[src/rtl/multicycle_control_if.sv]
// Control bundle between the multicycle MIPS control FSM and its datapath.
// Carries the decoded opcode and memory ready back to the controller, and all
// enables, mux selects, aluop and debug state out to the datapath.
// Ports: none (signal bundle only); master = controller side, slave = datapath side.
interface multicycle_control_if;
    logic [5:0] opcode;       // IR[31:26], stable from DECODE onward
    logic       mem_ready;    // memory finishes the current access this cycle
    logic       pcwrite;      // unconditional PC load
    logic       pcwritecond;  // PC load if ALU zero
    logic       iord;         // 0=PC address, 1=ALUOut address
    logic       memread;      // memory read request
    logic       memwrite;     // memory write request
    logic       irwrite;      // instruction register load
    logic       memtoreg;     // 0=ALUOut, 1=MDR to register file
    logic       regdst;       // 0=rt, 1=rd
    logic       regwrite;     // register file write
    logic       alusrca;      // 0=PC, 1=A
    logic [1:0] alusrcb;      // 00=B, 01=4, 10=imm, 11=imm<<2
    logic [1:0] aluop;        // 00=add, 01=sub, 10=funct
    logic [1:0] pcsource;     // 00=ALU, 01=ALUOut, 10=jump target
    logic       illegal;      // unsupported opcode seen in DECODE
    logic [3:0] state;        // current FSM state, debug

    modport master (
        input  opcode, mem_ready,
        output pcwrite, pcwritecond, iord, memread, memwrite, irwrite,
               memtoreg, regdst, regwrite, alusrca, alusrcb, aluop,
               pcsource, illegal, state
    );

    modport slave (
        output opcode, mem_ready,
        input  pcwrite, pcwritecond, iord, memread, memwrite, irwrite,
               memtoreg, regdst, regwrite, alusrca, alusrcb, aluop,
               pcsource, illegal, state
    );
endinterface

[src/rtl/multicycle_control.sv]
// Main control FSM of the multicycle MIPS datapath (Moore, 4-bit state).
// Latency: 3..5 cycles per instruction with memory always ready; +1 per stall cycle.
// Backpressure: FETCH, MEMRD and MEMWR hold their request until mem_ready=1.
// Ports: clk (rising edge), rst (async, active-high), bus (master side of
// multicycle_control_if: opcode/mem_ready in, all datapath controls out).
module multicycle_control #(
    parameter logic [5:0] OP_RTYPE = 6'b000000,
    parameter logic [5:0] OP_LW    = 6'b100011,
    parameter logic [5:0] OP_SW    = 6'b101011,
    parameter logic [5:0] OP_BEQ   = 6'b000100,
    parameter logic [5:0] OP_J     = 6'b000010,
    parameter logic [5:0] OP_ADDI  = 6'b001000
) (
    input  logic                       clk,
    input  logic                       rst,
    multicycle_control_if.master       bus
);

    typedef enum logic [3:0] {
        S_FETCH   = 4'd0,
        S_DECODE  = 4'd1,
        S_MEMADR  = 4'd2,
        S_MEMRD   = 4'd3,
        S_MEMWB   = 4'd4,
        S_MEMWR   = 4'd5,
        S_EXEC    = 4'd6,
        S_RTYPEWB = 4'd7,
        S_BEQ     = 4'd8,
        S_JUMP    = 4'd9,
        S_ADDIEX  = 4'd10,
        S_ADDIWB  = 4'd11
    } state_t;

    state_t     r_state;
    state_t     w_next;

    logic       w_pcwrite;
    logic       w_pcwritecond;
    logic       w_iord;
    logic       w_memread;
    logic       w_memwrite;
    logic       w_irwrite;
    logic       w_memtoreg;
    logic       w_regdst;
    logic       w_regwrite;
    logic       w_alusrca;
    logic [1:0] w_alusrcb;
    logic [1:0] w_aluop;
    logic [1:0] w_pcsource;
    logic       w_illegal;

    always_ff @(posedge clk or posedge rst) begin
        if (rst) begin
            r_state <= S_FETCH;
        end else begin
            r_state <= w_next;
        end
    end

    always_comb begin
        w_next        = S_FETCH;
        w_pcwrite     = 1'b0;
        w_pcwritecond = 1'b0;
        w_iord        = 1'b0;
        w_memread     = 1'b0;
        w_memwrite    = 1'b0;
        w_irwrite     = 1'b0;
        w_memtoreg    = 1'b0;
        w_regdst      = 1'b0;
        w_regwrite    = 1'b0;
        w_alusrca     = 1'b0;
        w_alusrcb     = 2'b00;
        w_aluop       = 2'b00;
        w_pcsource    = 2'b00;
        w_illegal     = 1'b0;

        case (r_state)
            S_FETCH: begin
                // PC+4 is computed every cycle; IR and PC only latch when
                // the read actually completes.
                w_memread = 1'b1;
                w_alusrcb = 2'b01;
                w_irwrite = bus.mem_ready;
                w_pcwrite = bus.mem_ready;
                w_next    = bus.mem_ready ? S_DECODE : S_FETCH;
            end
            S_DECODE: begin
                // Branch target precomputed into ALUOut while decoding.
                w_alusrcb = 2'b11;
                if (bus.opcode == OP_LW || bus.opcode == OP_SW) begin
                    w_next = S_MEMADR;
                end else if (bus.opcode == OP_RTYPE) begin
                    w_next = S_EXEC;
                end else if (bus.opcode == OP_BEQ) begin
                    w_next = S_BEQ;
                end else if (bus.opcode == OP_J) begin
                    w_next = S_JUMP;
                end else if (bus.opcode == OP_ADDI) begin
                    w_next = S_ADDIEX;
                end else begin
                    w_illegal = 1'b1;
                    w_next    = S_FETCH;
                end
            end
            S_MEMADR: begin
                w_alusrca = 1'b1;
                w_alusrcb = 2'b10;
                w_next    = (bus.opcode == OP_SW) ? S_MEMWR : S_MEMRD;
            end
            S_MEMRD: begin
                w_iord    = 1'b1;
                w_memread = 1'b1;
                w_next    = bus.mem_ready ? S_MEMWB : S_MEMRD;
            end
            S_MEMWB: begin
                w_memtoreg = 1'b1;
                w_regwrite = 1'b1;
            end
            S_MEMWR: begin
                w_iord     = 1'b1;
                w_memwrite = 1'b1;
                w_next     = bus.mem_ready ? S_FETCH : S_MEMWR;
            end
            S_EXEC: begin
                w_alusrca = 1'b1;
                w_aluop   = 2'b10;
                w_next    = S_RTYPEWB;
            end
            S_RTYPEWB: begin
                w_regdst   = 1'b1;
                w_regwrite = 1'b1;
            end
            S_BEQ: begin
                w_alusrca     = 1'b1;
                w_aluop       = 2'b01;
                w_pcwritecond = 1'b1;
                w_pcsource    = 2'b01;
            end
            S_JUMP: begin
                w_pcwrite  = 1'b1;
                w_pcsource = 2'b10;
            end
            S_ADDIEX: begin
                w_alusrca = 1'b1;
                w_alusrcb = 2'b10;
                w_next    = S_ADDIWB;
            end
            S_ADDIWB: begin
                w_regwrite = 1'b1;
            end
            default: begin
                // Unused codes 12-15: all enables low, recover to FETCH.
                w_next = S_FETCH;
            end
        endcase

        // The state register is already FETCH while rst is high, so the
        // selects carry FETCH values; only the enables need suppressing.
        if (rst) begin
            w_pcwrite     = 1'b0;
            w_pcwritecond = 1'b0;
            w_memread     = 1'b0;
            w_memwrite    = 1'b0;
            w_irwrite     = 1'b0;
            w_regwrite    = 1'b0;
            w_illegal     = 1'b0;
        end
    end

    assign bus.pcwrite     = w_pcwrite;
    assign bus.pcwritecond = w_pcwritecond;
    assign bus.iord        = w_iord;
    assign bus.memread     = w_memread;
    assign bus.memwrite    = w_memwrite;
    assign bus.irwrite     = w_irwrite;
    assign bus.memtoreg    = w_memtoreg;
    assign bus.regdst      = w_regdst;
    assign bus.regwrite    = w_regwrite;
    assign bus.alusrca     = w_alusrca;
    assign bus.alusrcb     = w_alusrcb;
    assign bus.aluop       = w_aluop;
    assign bus.pcsource    = w_pcsource;
    assign bus.illegal     = w_illegal;
    assign bus.state       = r_state;

endmodule

[src/flat_wrapper.sv]
// flat-port wrapper written by rule: the top's interface ports become plain ports
module multicycle_control_flat 
#(
    parameter logic [5:0] OP_RTYPE = 6'b000000,
    parameter logic [5:0] OP_LW    = 6'b100011,
    parameter logic [5:0] OP_SW    = 6'b101011,
    parameter logic [5:0] OP_BEQ   = 6'b000100,
    parameter logic [5:0] OP_J     = 6'b000010,
    parameter logic [5:0] OP_ADDI  = 6'b001000
)
  (clk, rst, bus_opcode, bus_mem_ready, bus_pcwrite, bus_pcwritecond, bus_iord, bus_memread, bus_memwrite, bus_irwrite, bus_memtoreg, bus_regdst, bus_regwrite, bus_alusrca, bus_alusrcb, bus_aluop, bus_pcsource, bus_illegal, bus_state);
  multicycle_control_if bus_i ();
  input  logic clk;
  input  logic rst;
  input wire logic [$bits(bus_i.opcode)-1:0] bus_opcode;
  input wire logic [$bits(bus_i.mem_ready)-1:0] bus_mem_ready;
  output wire logic [$bits(bus_i.pcwrite)-1:0] bus_pcwrite;
  output wire logic [$bits(bus_i.pcwritecond)-1:0] bus_pcwritecond;
  output wire logic [$bits(bus_i.iord)-1:0] bus_iord;
  output wire logic [$bits(bus_i.memread)-1:0] bus_memread;
  output wire logic [$bits(bus_i.memwrite)-1:0] bus_memwrite;
  output wire logic [$bits(bus_i.irwrite)-1:0] bus_irwrite;
  output wire logic [$bits(bus_i.memtoreg)-1:0] bus_memtoreg;
  output wire logic [$bits(bus_i.regdst)-1:0] bus_regdst;
  output wire logic [$bits(bus_i.regwrite)-1:0] bus_regwrite;
  output wire logic [$bits(bus_i.alusrca)-1:0] bus_alusrca;
  output wire logic [$bits(bus_i.alusrcb)-1:0] bus_alusrcb;
  output wire logic [$bits(bus_i.aluop)-1:0] bus_aluop;
  output wire logic [$bits(bus_i.pcsource)-1:0] bus_pcsource;
  output wire logic [$bits(bus_i.illegal)-1:0] bus_illegal;
  output wire logic [$bits(bus_i.state)-1:0] bus_state;
  assign bus_i.opcode = bus_opcode;
  assign bus_i.mem_ready = bus_mem_ready;
  assign bus_pcwrite = bus_i.pcwrite;
  assign bus_pcwritecond = bus_i.pcwritecond;
  assign bus_iord = bus_i.iord;
  assign bus_memread = bus_i.memread;
  assign bus_memwrite = bus_i.memwrite;
  assign bus_irwrite = bus_i.irwrite;
  assign bus_memtoreg = bus_i.memtoreg;
  assign bus_regdst = bus_i.regdst;
  assign bus_regwrite = bus_i.regwrite;
  assign bus_alusrca = bus_i.alusrca;
  assign bus_alusrcb = bus_i.alusrcb;
  assign bus_aluop = bus_i.aluop;
  assign bus_pcsource = bus_i.pcsource;
  assign bus_illegal = bus_i.illegal;
  assign bus_state = bus_i.state;
  multicycle_control #(.OP_RTYPE(OP_RTYPE), .OP_LW(OP_LW), .OP_SW(OP_SW), .OP_BEQ(OP_BEQ), .OP_J(OP_J), .OP_ADDI(OP_ADDI)) u_core (.clk(clk), .rst(rst), .bus(bus_i));
endmodule
[config.mk]
export PLATFORM = sky130hd
export DESIGN_NAME = multicycle_control_flat
export DESIGN_NICKNAME = d
export VERILOG_FILES = /design/src/rtl/multicycle_control_if.sv /design/src/rtl/multicycle_control.sv /design/src/flat_wrapper.sv
export SDC_FILE = /design/constraint.sdc
export NUM_CORES = 1
export LEC_CHECK = 0
export ABC_CLOCK_PERIOD_IN_PS = 1500
export CAP_MARGIN = 10
export CORE_MARGIN = 4
export CORE_UTILIZATION = 35
export CTS_CLUSTER_DIAMETER = 200
export DETAILED_ROUTE_END_ITERATION = 8
export PLACE_DENSITY = 0.78
export REMOVE_ABC_BUFFERS = 1
export SLEW_MARGIN = 20
export SYNTH_ARGS = -nofsm -noshare
export SYNTH_HDL_FRONTEND = slang
export SYNTH_SLANG_ARGS = --single-unit
[constraint.sdc]
create_clock -name clk -period 1.5 [get_ports clk]
set_input_delay 0.225 -clock clk [delete_from_list [all_inputs] [get_ports clk]]
set_output_delay 0.225 -clock clk [all_outputs]
set_load 0.02 [all_outputs]
=== Word level (Yosys, flattened, before mapping) ===
Index checks and enable logic that the tools add are counted.

* Register bits after elaboration: 4
* Input bits: 9
* Output and inout bits: 21
* Word-level logic and storage cells: 61

* Equal/unequal tests: 16
* Multiplexer cells: 36
* Reduce and logical (&&, ||, !) cells: 8

{| class="wikitable"
|+ Operators by type and width
! operator !! count
|-
| $pmux W4 S7 || 1
|-
| $mux W1 || 23
|-
| $mux W4 || 5
|-
| $eq A4 B3 Y1 const B || 4
|-
| $eq A4 B4 Y1 const B || 4
|-
| $eq A6 B6 Y1 const B || 2
|-
| $mux W3 || 3
|-
| $eq A4 B2 Y1 const B || 2
|-
| $pmux W2 S2 || 2
|-
| $eq A6 B2 Y1 const B || 1
|-
| $eq A6 B3 Y1 const B || 1
|-
| $eq A6 B4 Y1 const B || 1
|-
| $logic_not A6 Y1 || 1
|-
| $pmux W2 S3 || 1
|-
| $reduce_or A2 Y1 || 3
|-
| $eq A4 B1 Y1 const B || 1
|-
| $logic_not A4 Y1 || 1
|-
| $reduce_or A4 Y1 || 1
|-
| $reduce_or A3 Y1 || 1
|-
| $pmux W1 S2 || 1
|-
| $logic_or A1 B1 Y1 || 1
|}

=== Depth between registers and ports, before layout ===
Gate-level depths: netlist (run 1).

* Word-level depth: 8
* Mapped depth: 5
* Mapped depth without buffers: 3

=== Worst setup path before layout (run 1) ===
OpenSTA, ideal clock, no wires.

* Path type: flip-flop to output port
* Start point: reg u_core.r_state[3] (netlist: u_core.bus.state[3])
* End point: out bus_pcwritecond
* Data arrival time: 1.598 ns
* Required time: 1.275 ns
* Slack: -0.323 ns
* Cell stages (with the launch flop): 5
* Path buffers: 2
* Path through: dfrtp_1 buf_4 buf_2 nand2b_1 nor4_1

* Cells in the longest elaborated chain, start to end: 3

{| class="wikitable"
|+ RTL lines
! what !! RTL line !! source
|-
| start, declared || multicycle_control.sv:34 || <nowiki>state_t r_state;</nowiki>
|-
| start signal, assigned || multicycle_control.sv:56 || <nowiki>r_state <= w_next;</nowiki>
|-
| $eq A4 B4 Y1 || multicycle_control.sv:77 || <nowiki>case (r_state)</nowiki>
|-
| $mux W1 || multicycle_control.sv:77 ||
|-
| $mux W1 || multicycle_control.sv:159 || <nowiki>if (rst) begin</nowiki>
|-
| end, declared || flat_wrapper.sv:18 || <nowiki>output wire logic [$bits(bus_i.pcwritecond)-1:0] bus_pcwritecond;</nowiki>
|}

Every way passes these cells.

=== Worst setup path in the final report (run 1) ===
* Start point: reg u_core.r_state[1] (netlist: u_core.bus.state[1])
* End point: out bus_iord

* Cells in the longest elaborated chain, start to end: 3
* Elaborated cells on any way between the ends: 4
* Those cells by class: 2 x eq/ne; 1 x mux; 1 x reduce/logical

{| class="wikitable"
|+ RTL lines
! what !! RTL line !! source
|-
| $eq A4 B2 Y1 or $eq A4 B3 Y1 (tied branches) || multicycle_control.sv:77 ||
|-
| $reduce_or A2 Y1 (no source line) * || -- ||
|-
| $mux W1 * || multicycle_control.sv:77 ||
|-
| end, declared || flat_wrapper.sv:19 || <nowiki>output wire logic [$bits(bus_i.iord)-1:0] bus_iord;</nowiki>
|}

Mark *: on every way between the ends. The rest lies on a longest branch, timed or not.

==> reports/metrics.csv, run 1 <==
stage,metric,value,unit
status,status,"finished, violations left",
status,violated checks,negative setup slack,
layout,Antenna diodes,0,
timing,hold slack,0.2023,ns
setup_path,CP startpoint kind,register,
timing,Final min period,1.663,ns
run,max_cap viols,0,
setup_path,worst r2r src,u_core.bus.state[1],
clock_network,CTS clock-pin slew for the worst setup and hold paths,0.04,ns
grt,aggregate global routing overflow,0,
timing,endpoints failing hold,0,
place,Final GP Congestion,0.7546,
layout,Final nets,155,
logic_synthesis,"area leader, netlist",dfrtp_1,
route,final antenna-violating net count,0,
route,Total Routed Length,2.836,mm
clock_network,TritonCTS buffer count,3,
place,post-DP HPWL,1.609,mm
floorplan,Core ar.,1745,um2
power_and_ir_drop,Static Leak,0.5995,nW
setup_path,critical path required time,1.27,ns
logic_synthesis,post-synthesis sequential area ratio,0.1533,
timing,RSZ-0062 raised after global routing,true,
timing,Final setup viols,18,
layout,fillers,116,
logic_synthesis,cell area after synthesis,653.1,um2
grt,gr usage total,0.1806,
route,via count,918,
floorplan,full die area,2621,um2
floorplan,row cnt,15,
timing,Worst Skew,0.007211,ns
setup_path,worst reg-to-reg setup slack,-0.13,ns
grt,vias in the first global route,834,
worst_hold_path,worst hold-check path type,in2async,
route,DR WL/cell,16.78,um
place,Post-DP Area,1107,um2
floorplan,initial core utilization,0.3742,
logic_synthesis,"flops & latches, synth",4,
route,DR iter-0 viols,14,
timing,setup_tns,-1.585,ns
floorplan,Die Ht,51.20,um
route,M1 WL,1.068,mm
logic_synthesis,Syn. warnings,0,
logic_synthesis,synthesized instance count,80,
timing,worst slew pin tran,0.3116,ns
grt,initial antenna violation count,0,
layout,max reg flops,4,
setup_path,Arrival @ worst endpoint,1.44,ns
place,# placed instances,153,
route,met3 wire length,126,um
setup_path,crit-path max FO,8,
clock_network,Post-CTS Hold Fix Bufs,0,
clock_network,clock sink total,4,
timing,final period utilization,1.109,
timing,Slew headroom,0.7914,
power_and_ir_drop,PwrDens,1589,nW/um2
timing,f_max,601.2,MHz
floorplan,I/O Pins,30,
route,WL met2,1.541,mm
place,PortBufs,29,
timing,max-slew violation count,0,
power_and_ir_drop,maximum vdd drop,1.225,mV
layout,Layout Cell Area excl Fill,1350,um2
grt,largest net degree at the start of global routing,10,
route,First-pass DRT Iterations,4,
route,routed vias/inst,5.432,
logic_synthesis,Synth top area share,0.1533,
clock_network,CTS tree,yes,
setup_path,Crit Path Class,reg2out,
clock_network,worst-skew pair later-pin latency,0.24,ns
layout,fin cells,169,
layout,final core occ,0.7735,
grt,first-pass GRT wire length,3.712,mm
clock_network,Clock Path Buffers,2,
layout,Area growth syn-to-layout,106.7,%
setup_path,crit end category,primary output,
layout,share of layout cells above drive strength 1,0.6111,
logic_synthesis,Area contributors post-synth,"dfrtp_1, nor4b_4, nor3_1, buf_6, nand2b_1",
route,top routing layer used,met4,
route,Remaining DRCs,0,
clock_network,H-tree lvl count,1,
timing,Setup WS post-layout,-0.1635,ns
floorplan,Die Wd,51.20,um
logic_synthesis,post-synth cell types,33,
clock_network,clk root buf,clkbuf_4,
logic_synthesis,Mean Syn Cell Area,8.164,um2
setup_path,worst r2r dst,u_core.bus.state[1],
setup_path,R2R cell count,6,
## per-stage QoR
stage	power, mW	worst slack (ns)
2_1_floorplan	0.8974	-0.5202
3_3_place_gp	1.525	-0.5748
6_report	2.146	-0.1635
3_5_place_dp	1.539	-0.6079
4_1_cts	1.799	-0.1577
5_1_grt	2.263	-0.2447
## how the worst max path moves through the flow
stage / start / endpoint / slack [ns] / cells past startpoint
4_1_cts: u_core.bus.state[0] / bus_pcwrite / -0.16 / 4
3_3_place_gp: rst / bus_illegal / -0.57 / 5
3_5_place_dp: rst / bus_illegal / -0.61 / 5
6_report: u_core.bus.state[1] / bus_iord / -0.16 / 4
2_1_floorplan: u_core.bus.state[2] / bus_regwrite / -0.52 / 3
5_1_grt: u_core.bus.state[1] / bus_iord / -0.24 / 4
## layout make-up
class	instances	area, um2	area share
Multi-Input combinational cell	65	586.8	0.4347
Sequential cell	4	103.9	0.07692
Clock buffer	3	22.52	0.01668
Tap cell	25	31.28	0.02317
Timing Repair Buffer	69	594.3	0.4402
Inverter	3	11.26	0.008341
## Yosys cell counts (all sizes together)
master,n
a31oi,2
nand4b,1
o221a,1
o21ai,5
o221ai,1
nor3b,2
buf,8
mux2i,1
nand2,3
nor4b,4
nand3b,1
a21oi,2
nor4,1
nor3,9
o21a,2
or3b,1
dfrtp,4
o211a,1
nor2b,1
inv,3
xnor2,1
nand4,2
nor2,8
and3,3
nand2b,6
o2111ai,1
xor2,2
o211ai,2
nand4bb,2
## logic make-up (layout without fill, tap and decap cells)
logic type | count (synthesis) | count (layout) | synth area share
AOI/OAI and AO/OA | 17 | 17 | 0.1954
xor gates and xnor gates | 3 | 3 | 0.04024
buffers and inverters | 11 | 75 | 0.1245
DFF | 4 | 4 | 0.1533
muxes | 1 | 1 | 0.01533
and+or+nand+nor | 44 | 44 | 0.4713
## worst max-delay path, cell delays in order, from the launching register on
cell and delay, ns:
dfrtp_2 0.47, buf_8 0.17, xnor2_1 0.12, nor3b_1 0.22, buf_2 0.21
## power by group
part	switching, mW	internal, mW
sequential	0.0783	0.150
combinational	0.866	0.913
clock	0.0490	0.0898
total	0.993	1.15
## layout by cell type, fill, tap and decap left out, types with 3 or more instances in the layout
master           count
inv_1                3
nor2_1               4
clkbuf_4             3
nor3_1               4
buf_6               15
nand2b_4             4
dfrtp_2              3
o21ai_0              3
nand2_1              3
clkdlybuf4s50_1      7
and3_1               3
nor4b_4              3
nor3_2               4
buf_4               39
buf_2                3
## timing repair
action / CTS / global route
setup endpoints to repair: 21 / 22
pin swaps: 5 / 9
buffers inserted: 6 / 8
resized for setup: 112 / 36
endpoints found under the hold margin: 0 / 0
## per-layer routing
layer / global-route usage / up-vias
met1: 0.2195 / 441
met3: 0.02624 / 13
met5: 0 / -
met2: 0.3240 / 33
met4: 0.05381 / 0
li1: - / 431
No activity file was read; power rests on OpenSTA's default activity.
==> run 2: changes to the inputs <==
--- a/config.mk
+++ b/config.mk
@@ -11,6 +11,7 @@
 export CORE_UTILIZATION = 35
 export CTS_CLUSTER_DIAMETER = 200
 export DETAILED_ROUTE_END_ITERATION = 8
+export GPL_TIMING_DRIVEN = 0
 export PLACE_DENSITY = 0.78
 export REMOVE_ABC_BUFFERS = 1
 export SLEW_MARGIN = 20
==> reports/metrics.csv, run 2 (synthesized netlist as in run 1, its figures left out) <==
stage,metric,value,unit
status,violated checks,negative setup slack,
clock_network,worst-skew pair later-pin latency,0.24,ns
place,Post-DP Area,904.6,um2
layout,"most common cell after layout, fill and taps aside",buf_4,
floorplan,Die Ht,51.20,um
floorplan,Core ar.,1745,um2
setup_path,worst r2r dst,u_core.bus.state[2],
place,post-DP HPWL,1.219,mm
setup_path,critical path required time,1.27,ns
place,# placed instances,126,
timing,Final min period,1.758,ns
worst_hold_path,worst hold-check path type,in2async,
grt,initial antenna violation count,0,
floorplan,I/O Pins,30,
layout,most frequent cells in the layout,"buf_4, buf_6, clkdlybuf4s50_1",
setup_path,worst r2r src,u_core.bus.state[3],
setup_path,R2R cell count,5,
grt,first-pass GRT wire length,3.636,mm
layout,Area growth syn-to-layout,93.10,%
layout,max reg flops,4,
layout,Final nets,141,
setup_path,crit end category,primary output,
timing,Slew headroom,0.7817,
grt,vias in the first global route,790,
place,PortBufs,29,
timing,RSZ-0062 raised after global routing,true,
layout,fin cells,155,
place,Final GP Congestion,0.7394,
floorplan,Die Wd,51.20,um
grt,aggregate global routing overflow,0,
status,status,"finished, violations left",
route,DR iter-0 viols,21,
clock_network,H-tree lvl count,1,
timing,Setup WS post-layout,-0.2577,ns
route,via count,862,
route,Remaining DRCs,0,
route,final antenna-violating net count,0,
clock_network,TritonCTS buffer count,3,
clock_network,clk root buf,clkbuf_4,
setup_path,crit-path max FO,7,
timing,hold slack,0.1524,ns
setup_path,Arrival @ worst endpoint,1.53,ns
timing,max-slew violation count,0,
run,max_cap viols,0,
route,First-pass DRT Iterations,4,
clock_network,clock sink total,4,
route,Total Routed Length,2.638,mm
layout,share of layout cells above drive strength 1,0.5923,
setup_path,Crit Path Class,reg2out,
place,worst slack at placement,-0.7256,ns
timing,worst slew pin tran,0.3274,ns
layout,Antenna diodes,0,
grt,largest net degree at the start of global routing,11,
power_and_ir_drop,maximum vdd drop,0.7233,mV
floorplan,initial core utilization,0.3742,
setup_path,CP startpoint kind,register,
power_and_ir_drop,PwrDens,1622,nW/um2
clock_network,CTS tree,yes,
route,routed vias/inst,5.561,
timing,f_max,568.9,MHz
timing,final period utilization,1.172,
clock_network,CTS clock-pin slew for the worst setup and hold paths,0.04,ns
power_and_ir_drop,Static Leak,0.5506,nW
timing,setup_tns,-1.648,ns
timing,Final setup viols,15,
timing,endpoints failing hold,0,
timing,Worst Skew,0.003993,ns
layout,Layout Cell Area excl Fill,1261,um2
setup_path,worst reg-to-reg setup slack,-0.02,ns
floorplan,full die area,2621,um2
route,DR WL/cell,17.02,um
floorplan,row cnt,15,
clock_network,Clock Path Buffers,2,
grt,gr usage total,0.1846,
[run 2: cell types whose count changed in the layout (fill, tap and decap cells not counted), moves of 2 or more]
cell	before	now
buf_4	39	26
dfrtp_4	0	4
dfrtp_2	3	0
buf_6	15	13
dlygate4sd2_1	2	4
nor3_2	4	2
[run 2: final cells by class]
cell class / count / area (um2)
Fill cell: 132 / 484.2
Sequential cell: 4 / 115.1
Multi-Input combinational cell: 65 / 591.8
Timing Repair Buffer: 55 / 489.2
Tap cell: 25 / 31.28
Clock buffer: 3 / 22.52
Inverter: 3 / 11.26
[run 2: power breakdown]
group | leakage, nW | switching [mW] | internal (mW)
registers | 0.0467 | 0.0904 | 0.166
logic | 0.490 | 0.803 | 0.845
clock network | 0.0138 | 0.0510 | 0.0900
total | 0.551 | 0.944 | 1.10
[run 2: worst max-delay path by stage]
| stage | startpoint | endpoint | slack, ns | cells past startpoint |
|---|---|---|---|---|
| after floorplan | u_core.bus.state[2] | bus_regwrite | -0.52 | 3 |
| after global placement | rst | bus_illegal | -0.71 | 5 |
| after detailed placement | rst | bus_illegal | -0.73 | 5 |
| after CTS | u_core.bus.state[3] | bus_illegal | -0.18 | 4 |
| after global routing | u_core.bus.state[3] | bus_memwrite | -0.30 | 4 |
| final | u_core.bus.state[3] | bus_memwrite | -0.26 | 4 |
[run 2: per-layer routing]
layer / wire length, um / global-route usage / share of wire / vias up
met4: 108 / 0.1345 / 0.041 / 0
li1: - / - / - / 398
met3: 122 / 0.02332 / 0.046 / 10
met1: 1029 / 0.1975 / 0.39 / 423
met2: 1376 / 0.3283 / 0.52 / 31
met5: 0 / 0 / 0 / -
[run 2: worst max-delay path, stage by stage, from the launching register on]
cell and delay (ns):
dfrtp_4 0.52, buf_4 0.17, nand2b_4 0.16, nor3_1 0.21, buf_2 0.23
[run 2: through the flow]
stage	total power [mW]	util
6_report	2.045	0.7226
3_5_place_dp	1.300	0.5183
4_1_cts	1.722	0.6172
5_1_grt	2.151	0.7226
3_3_place_gp	1.286	0.5183
2_1_floorplan	0.8974	-
[run 2: repair_timing]
action | CTS | global route
hold buffers | 0 | 0
gates resized for setup | 113 | 34
buffers inserted | 18 | 9
endpoints found under the setup margin | 25 | 22
pin swaps | 6 | 4
